==> src/rtl/encoder_queue_if.sv <==
// Bus bundle for encoder_queue: capture enable, event strobes, consumer
// ready, and the valid/code/status outputs. Also carries the FSM state as a
// debug signal.
//
// Handshake: a code {A,B,C} is transferred on every rising edge where V=1 and
// R=1. While V=1 and R=0 the producer holds V and {A,B,C} unchanged; V never
// drops without a transfer.
interface encoder_queue_if;
    logic       E;
    logic       D0, D1, D2, D3, D4, D5, D6, D7;
    logic       R;
    logic       V;
    logic       A, B, C;
    logic       OVF;
    logic [3:0] PEND;
    logic       state;

    modport master (
        output E, D0, D1, D2, D3, D4, D5, D6, D7, R,
        input  V, A, B, C, OVF, PEND, state
    );

    modport slave (
        input  E, D0, D1, D2, D3, D4, D5, D6, D7, R,
        output V, A, B, C, OVF, PEND, state
    );
endinterface

==> src/rtl/encoder_queue.sv <==
// Sequential 8-to-3 encoder: event strobes D0..D7 are captured into a pending
// register and emitted one 3-bit index at a time on a valid/ready output.
// Optional feature: define ENCODER_QUEUE_RR_EN for round-robin selection
// (search starts just after the last emitted index); otherwise the lowest
// pending index always wins.
module encoder_queue (
    input  logic            clk,
    input  logic            rst_n,
    encoder_queue_if.slave  bus
);
    localparam logic [0:0] EMPTY = 1'b0;
    localparam logic [0:0] HOLD  = 1'b1;

    logic [7:0] p;
    logic [7:0] d_in;
    logic [7:0] cap;
    logic [7:0] clr;
    logic [7:0] p_next;
    logic       ovf_set;
    logic [0:0] state_q;
    logic [2:0] code;
    logic       ovf;
    logic [3:0] pend;
    logic       load;
    logic [2:0] sel;
    logic [2:0] idx;
    logic       found;
`ifdef ENCODER_QUEUE_RR_EN
    logic [2:0] last;
`endif

    function automatic logic [3:0] popcount(input logic [7:0] v);
        logic [3:0] n;
        n = 4'd0;
        for (int i = 0; i < 8; i++) begin
            n = n + {3'd0, v[i]};
        end
        return n;
    endfunction

    assign d_in = {bus.D7, bus.D6, bus.D5, bus.D4, bus.D3, bus.D2, bus.D1, bus.D0};
    assign cap  = bus.E ? d_in : 8'd0;
    assign load = ((state_q == EMPTY) || bus.R) && (p != 8'd0);

    // Pick the next index to emit from the pending set.
    always_comb begin
        sel   = 3'd0;
        idx   = 3'd0;
        found = 1'b0;
        for (int k = 0; k < 8; k++) begin
`ifdef ENCODER_QUEUE_RR_EN
            idx = last + 3'd1 + 3'(k);
`else
            idx = 3'(k);
`endif
            if (!found && p[idx]) begin
                sel   = idx;
                found = 1'b1;
            end
        end
    end

    // Clear the loaded bit, then OR in new captures so a same-cycle strobe re-queues.
    always_comb begin
        clr     = load ? (8'd1 << sel) : 8'd0;
        p_next  = (p & ~clr) | cap;
        ovf_set = |(cap & p & ~clr);
    end

    // Pending register, its registered population count and the sticky overflow.
    always_ff @(posedge clk or negedge rst_n) begin
        if (!rst_n) begin
            p    <= 8'd0;
            pend <= 4'd0;
            ovf  <= 1'b0;
        end else begin
            p    <= p_next;
            pend <= popcount(p_next);
            ovf  <= ovf | ovf_set;
        end
    end

    // Output stage FSM: EMPTY until a load, HOLD until the code is taken.
    always_ff @(posedge clk or negedge rst_n) begin
        if (!rst_n) begin
            state_q <= EMPTY;
            code    <= 3'd0;
        end else if (load) begin
            state_q <= HOLD;
            code    <= sel;
        end else if ((state_q == HOLD) && bus.R) begin
            state_q <= EMPTY;
        end
    end

`ifdef ENCODER_QUEUE_RR_EN
    // Remember the last emitted index; reset to 7 so the first search starts at 0.
    always_ff @(posedge clk or negedge rst_n) begin
        if (!rst_n) begin
            last <= 3'd7;
        end else if (load) begin
            last <= sel;
        end
    end
`endif

    assign bus.V     = (state_q == HOLD);
    assign bus.A     = code[2];
    assign bus.B     = code[1];
    assign bus.C     = code[0];
    assign bus.OVF   = ovf;
    assign bus.PEND  = pend;
    assign bus.state = state_q;
endmodule

==> src/flat_wrapper.sv <==
// flat-port wrapper written by rule: the top's interface ports become plain ports
module encoder_queue_flat 
  (clk, rst_n, bus_E, bus_D0, bus_D1, bus_D2, bus_D3, bus_D4, bus_D5, bus_D6, bus_D7, bus_R, bus_V, bus_A, bus_B, bus_C, bus_OVF, bus_PEND, bus_state);
  encoder_queue_if bus_i ();
  input  logic clk;
  input  logic rst_n;
  input wire logic [$bits(bus_i.E)-1:0] bus_E;
  input wire logic [$bits(bus_i.D0)-1:0] bus_D0;
  input wire logic [$bits(bus_i.D1)-1:0] bus_D1;
  input wire logic [$bits(bus_i.D2)-1:0] bus_D2;
  input wire logic [$bits(bus_i.D3)-1:0] bus_D3;
  input wire logic [$bits(bus_i.D4)-1:0] bus_D4;
  input wire logic [$bits(bus_i.D5)-1:0] bus_D5;
  input wire logic [$bits(bus_i.D6)-1:0] bus_D6;
  input wire logic [$bits(bus_i.D7)-1:0] bus_D7;
  input wire logic [$bits(bus_i.R)-1:0] bus_R;
  output wire logic [$bits(bus_i.V)-1:0] bus_V;
  output wire logic [$bits(bus_i.A)-1:0] bus_A;
  output wire logic [$bits(bus_i.B)-1:0] bus_B;
  output wire logic [$bits(bus_i.C)-1:0] bus_C;
  output wire logic [$bits(bus_i.OVF)-1:0] bus_OVF;
  output wire logic [$bits(bus_i.PEND)-1:0] bus_PEND;
  output wire logic [$bits(bus_i.state)-1:0] bus_state;
  assign bus_i.E = bus_E;
  assign bus_i.D0 = bus_D0;
  assign bus_i.D1 = bus_D1;
  assign bus_i.D2 = bus_D2;
  assign bus_i.D3 = bus_D3;
  assign bus_i.D4 = bus_D4;
  assign bus_i.D5 = bus_D5;
  assign bus_i.D6 = bus_D6;
  assign bus_i.D7 = bus_D7;
  assign bus_i.R = bus_R;
  assign bus_V = bus_i.V;
  assign bus_A = bus_i.A;
  assign bus_B = bus_i.B;
  assign bus_C = bus_i.C;
  assign bus_OVF = bus_i.OVF;
  assign bus_PEND = bus_i.PEND;
  assign bus_state = bus_i.state;
  encoder_queue u_core (.clk(clk), .rst_n(rst_n), .bus(bus_i));
endmodule
==> config.mk <==
export PLATFORM = sky130hd
export DESIGN_NAME = encoder_queue_flat
export DESIGN_NICKNAME = d
export VERILOG_FILES = /design/src/rtl/encoder_queue_if.sv /design/src/rtl/encoder_queue.sv /design/src/flat_wrapper.sv
export SDC_FILE = /design/constraint.sdc
export NUM_CORES = 1
export LEC_CHECK = 0
export ABC_AREA = 1
export ABC_CLOCK_PERIOD_IN_PS = 3900
export CAP_MARGIN = 10
export CORE_UTILIZATION = 35
export DETAILED_ROUTE_END_ITERATION = 8
export HOLD_SLACK_MARGIN = 0.12
export REMOVE_ABC_BUFFERS = 1
export SETUP_SLACK_MARGIN = 0.15
export SLEW_MARGIN = 10
export SYNTH_ARGS = -nofsm -noshare
export SYNTH_HDL_FRONTEND = slang
export SYNTH_SLANG_ARGS = --single-unit
==> constraint.sdc <==
create_clock -name clk -period 3.9 [get_ports clk]
set_clock_uncertainty 0.05 [all_clocks]
set_input_delay 1.17 -clock clk [delete_from_list [all_inputs] [get_ports clk]]
set_output_delay 1.17 -clock clk [all_outputs]
set_load 0.03 [all_outputs]
==> impl_metrics.csv <==
group,metric,value,unit
global_route,grt_util_all_layers,0.1654,
synthesis,yosysSeqAreaShare,0.3958,
cts,clock-sinks,17,
cts,cts_hold_buf,0,
cts,path_clk_slew,110,ps
sta,fmax,266.2,MHz
synthesis,syn-cell-area,1075,um^2
sta,tightest_slew,770.6,ps
detailed_routing,wl_met1,1020,um
global_route,gr-total-overflow,0,
floorplan,initial_utilization,0.3799,
floorplan,die_h,57.42,um
cells_and_area,layout_common_cells,"inv_1, nand2_1, clkdlybuf4s50_1, dfrtp_1",
synthesis,netlist_instances,132,
floorplan,dieArea,3296,um^2
outcome,status,"finished, violations left",
global_route,antenna_found_initial,0,
cts,cts_tree,"built",
worst_setup_path,cp_max_fo,3,
detailed_routing,first_pass_iters,6,
floorplan,num_io_pins,22,
synthesis,synth_seq_cells,17,
detailed_routing,topRoutingLayerUsed,"met4",
cells_and_area,design_area,1503,um^2
placement,place.gp.congestion,0.9147,
worst_setup_path,slowest_stage,"fa_2",
cts,clock-root-buffer,"clkbuf_4",
detailed_routing,final_antenna_net_count,0,
global_route,grt_max_degree,18,
synthesis,synth_edf_count,0,
cells_and_area,n_fill_cell,270,
global_route,grt_pass1_wl,4077,um
synthesis,synth_top_area_cell,"dfrtp_1",
detailed_routing,first_iter_violations,37,
worst_setup_path,required,4060,ps
placement,dp_hpwl,1815,um
sta,period_minus_slack,3757,ps
synthesis,synth_ff_type,"dfrtp_1",
detailed_routing,routed_via_density,4.818,
floorplan,fp.dieW,57.42,um
sta,rsz0062_at_grt,"true",
synthesis,async_flop_share,1.000,
worst_setup_path,startpoint_type,"input port",
cells_and_area,fin_util,0.5312,
cts,clock_path_buffers,2,
cts,clock_latency,300,ps
power_and_ir_drop,p_leak,0.7742,nW
synthesis,yosysUniqueCellTypes,27,
worst_setup_path,path_buf_inv,4,
cells_and_area,antennaDiodeCount,0,
detailed_routing,vias,954,
worst_setup_path,critPathCaptureType,"register",
global_route,grt_pass1_vias,935,
detailed_routing,route.met2.wl,1229,um
floorplan,fp.coreArea,2829,um^2
power_and_ir_drop,ir_drop,0.2661,mV
sta,finalHoldViolCount,0,
placement,port_buffers,21,
cells_and_area,fin_nets,187,
power_and_ir_drop,p_per_area,456.7,nW/um^2
outcome,violations,"design-rule violations",
cells_and_area,layout-drive-gt1-share,0.2814,
sta,drv_slew,0,
detailed_routing,wl_met3,100,um
synthesis,synth_top_area_share,0.3958,
detailed_routing,wl,2409,um
worst_setup_path,critPathTopFamily,"adder cells",
worst_setup_path,crit_chain,"buf_6 > nor2_4 > nor2_4 > buf_6 > nand3_2 > nand2_1 > nand2_2 > ha_4 > inv_2 > fa_1 > fa_1 > fa_2 > fa_2 > inv_2",
synthesis,syn_area_per_cell,8.142,um^2
detailed_routing,wl_per_cell,12.17,um
sta,maxSlewHeadroom,0.4846,
worst_setup_path,arrival,3920,ps
cts,cts.htree.levels,1,
cts,cts_made_buffers,3,
detailed_routing,drc,2,
synthesis,synthTopCellsByArea,"dfrtp_1, inv_1, nand2_1",
sta,setup_viol,0,
cells_and_area,final_common_cell,"inv_1",
hold_path,min_path_type,"register to register",
worst_setup_path,cpPeakStageDelay,540,ps
floorplan,num_rows,19,
worst_setup_path,r2r_slack,270,ps
synthesis,ys_warn_count,0,
run,maxCapViolations,0,
cells_and_area,area_delta_synth_final,39.81,%
sta,period_share,0.9632,
worst_setup_path,path_class,"input port to register",
placement,place_area,1369,um^2
-- flip-flops by register name (all words and copies together), names as in the netlist --
signal           count
u_core.code          3
u_core.bus.PEND      4
u_core.bus.V         1
u_core.bus.OVF       1
u_core.p             8
-- cell families (layout without fill, tap and decap cells) --
group,after synthesis,count (layout),share of synthesized area
adder cells (fa/ha/maj),7,7,0.1094
AO/OA/AOI/OAI,11,11,0.06286
buffers and inverters,32,67,0.1222
XOR/XNOR,1,1,0.008150
flip-flops,17,17,0.3958
AND/OR/NAND/NOR,64,64,0.3015
-- where the power goes --
group          switching [mW]  total, mW  internal [mW]
clock                  0.0619      0.101         0.0391
sequential             0.0268      0.242          0.215
combinational           0.191      0.343          0.152
total                   0.280      0.686          0.407
-- final timing paths --
check | startpoint | endpoint | cells after the start
setup / recovery | bus_R | u_core.bus.PEND[1]$_DFF_PN0_ | 14
hold reg to reg | u_core.code[2]$_DFFE_PN0P_ | u_core.code[2]$_DFFE_PN0P_ | 1
min in group asynchronous | rst_n | u_core.p[1]$_DFF_PN0_ | 1
max in group asynchronous | rst_n | u_core.p[3]$_DFF_PN0_ | 1
hold / removal | u_core.code[2]$_DFFE_PN0P_ | u_core.code[2]$_DFFE_PN0P_ | 1
setup reg to reg | u_core.p[3]$_DFF_PN0_ | u_core.bus.PEND[1]$_DFF_PN0_ | 14
-- per-stage QoR --
stage / setup TNS (ps) / worst slack [ps] / std cells / hold slack (ps) / power (mW)
after global routing: 0 / 69.27 / 198 / 469.2 / 0.7430
final: 0 / 143.4 / 198 / 446.5 / 0.6863
after floorplan: -505.4 / -253.4 / 129 / 454.8 / 0.4297
after CTS: 0 / 12.82 / 197 / 453.5 / 0.6675
after global placement: -1839 / -647.8 / 190 / 423.7 / 0.5373
after detailed placement: -1999 / -694.8 / 190 / 429.1 / 0.5486
-- layout make-up --
cell class	count	area [um^2]	share of cell area
inverters	29	108.9	0.07244
multi-input cells	83	588.1	0.3913
flip-flops and latches	17	427.9	0.2848
repair buffers	34	309.0	0.2057
clock inverters	1	7.507	0.004996
well taps	31	38.79	0.02581
clock buffers	3	22.52	0.01499
-- Yosys cell counts (all sizes together) (2+ instances only) --
master,instances
o31ai,2
a31oi,2
fa,4
buf,2
nand3,9
inv,29
nor2,20
dfrtp,17
ha,3
nand4,3
o21ai,3
a21oi,2
nand2,30
-- per-layer routing --
layer / track usage / up-vias
met4: 0.07666 / 0
li1: - / 475
met2: 0.2824 / 22
met5: 0 / -
met1: 0.1903 / 451
met3: 0.04762 / 6
-- worst register-to-register path: stages, from the launching register on --
cell and delay [ps]:
dfrtp_2 460, nor2_4 150, nand4_1 140, nor2_1 210, nor2_1 90, nand3_1 130, nor2_4 70, o21ai_4 160
ha_4 220, inv_2 50, fa_1 420, fa_1 460, fa_2 360, fa_2 540, inv_2 30
-- repair_timing --
action / in CTS / in global routing
buffers inserted: 3 / 1
pin swaps: 9 / 6
resized for setup: 17 / 12
setup endpoints to repair: 4 / 2
Power figures use the tool's default switching activity.
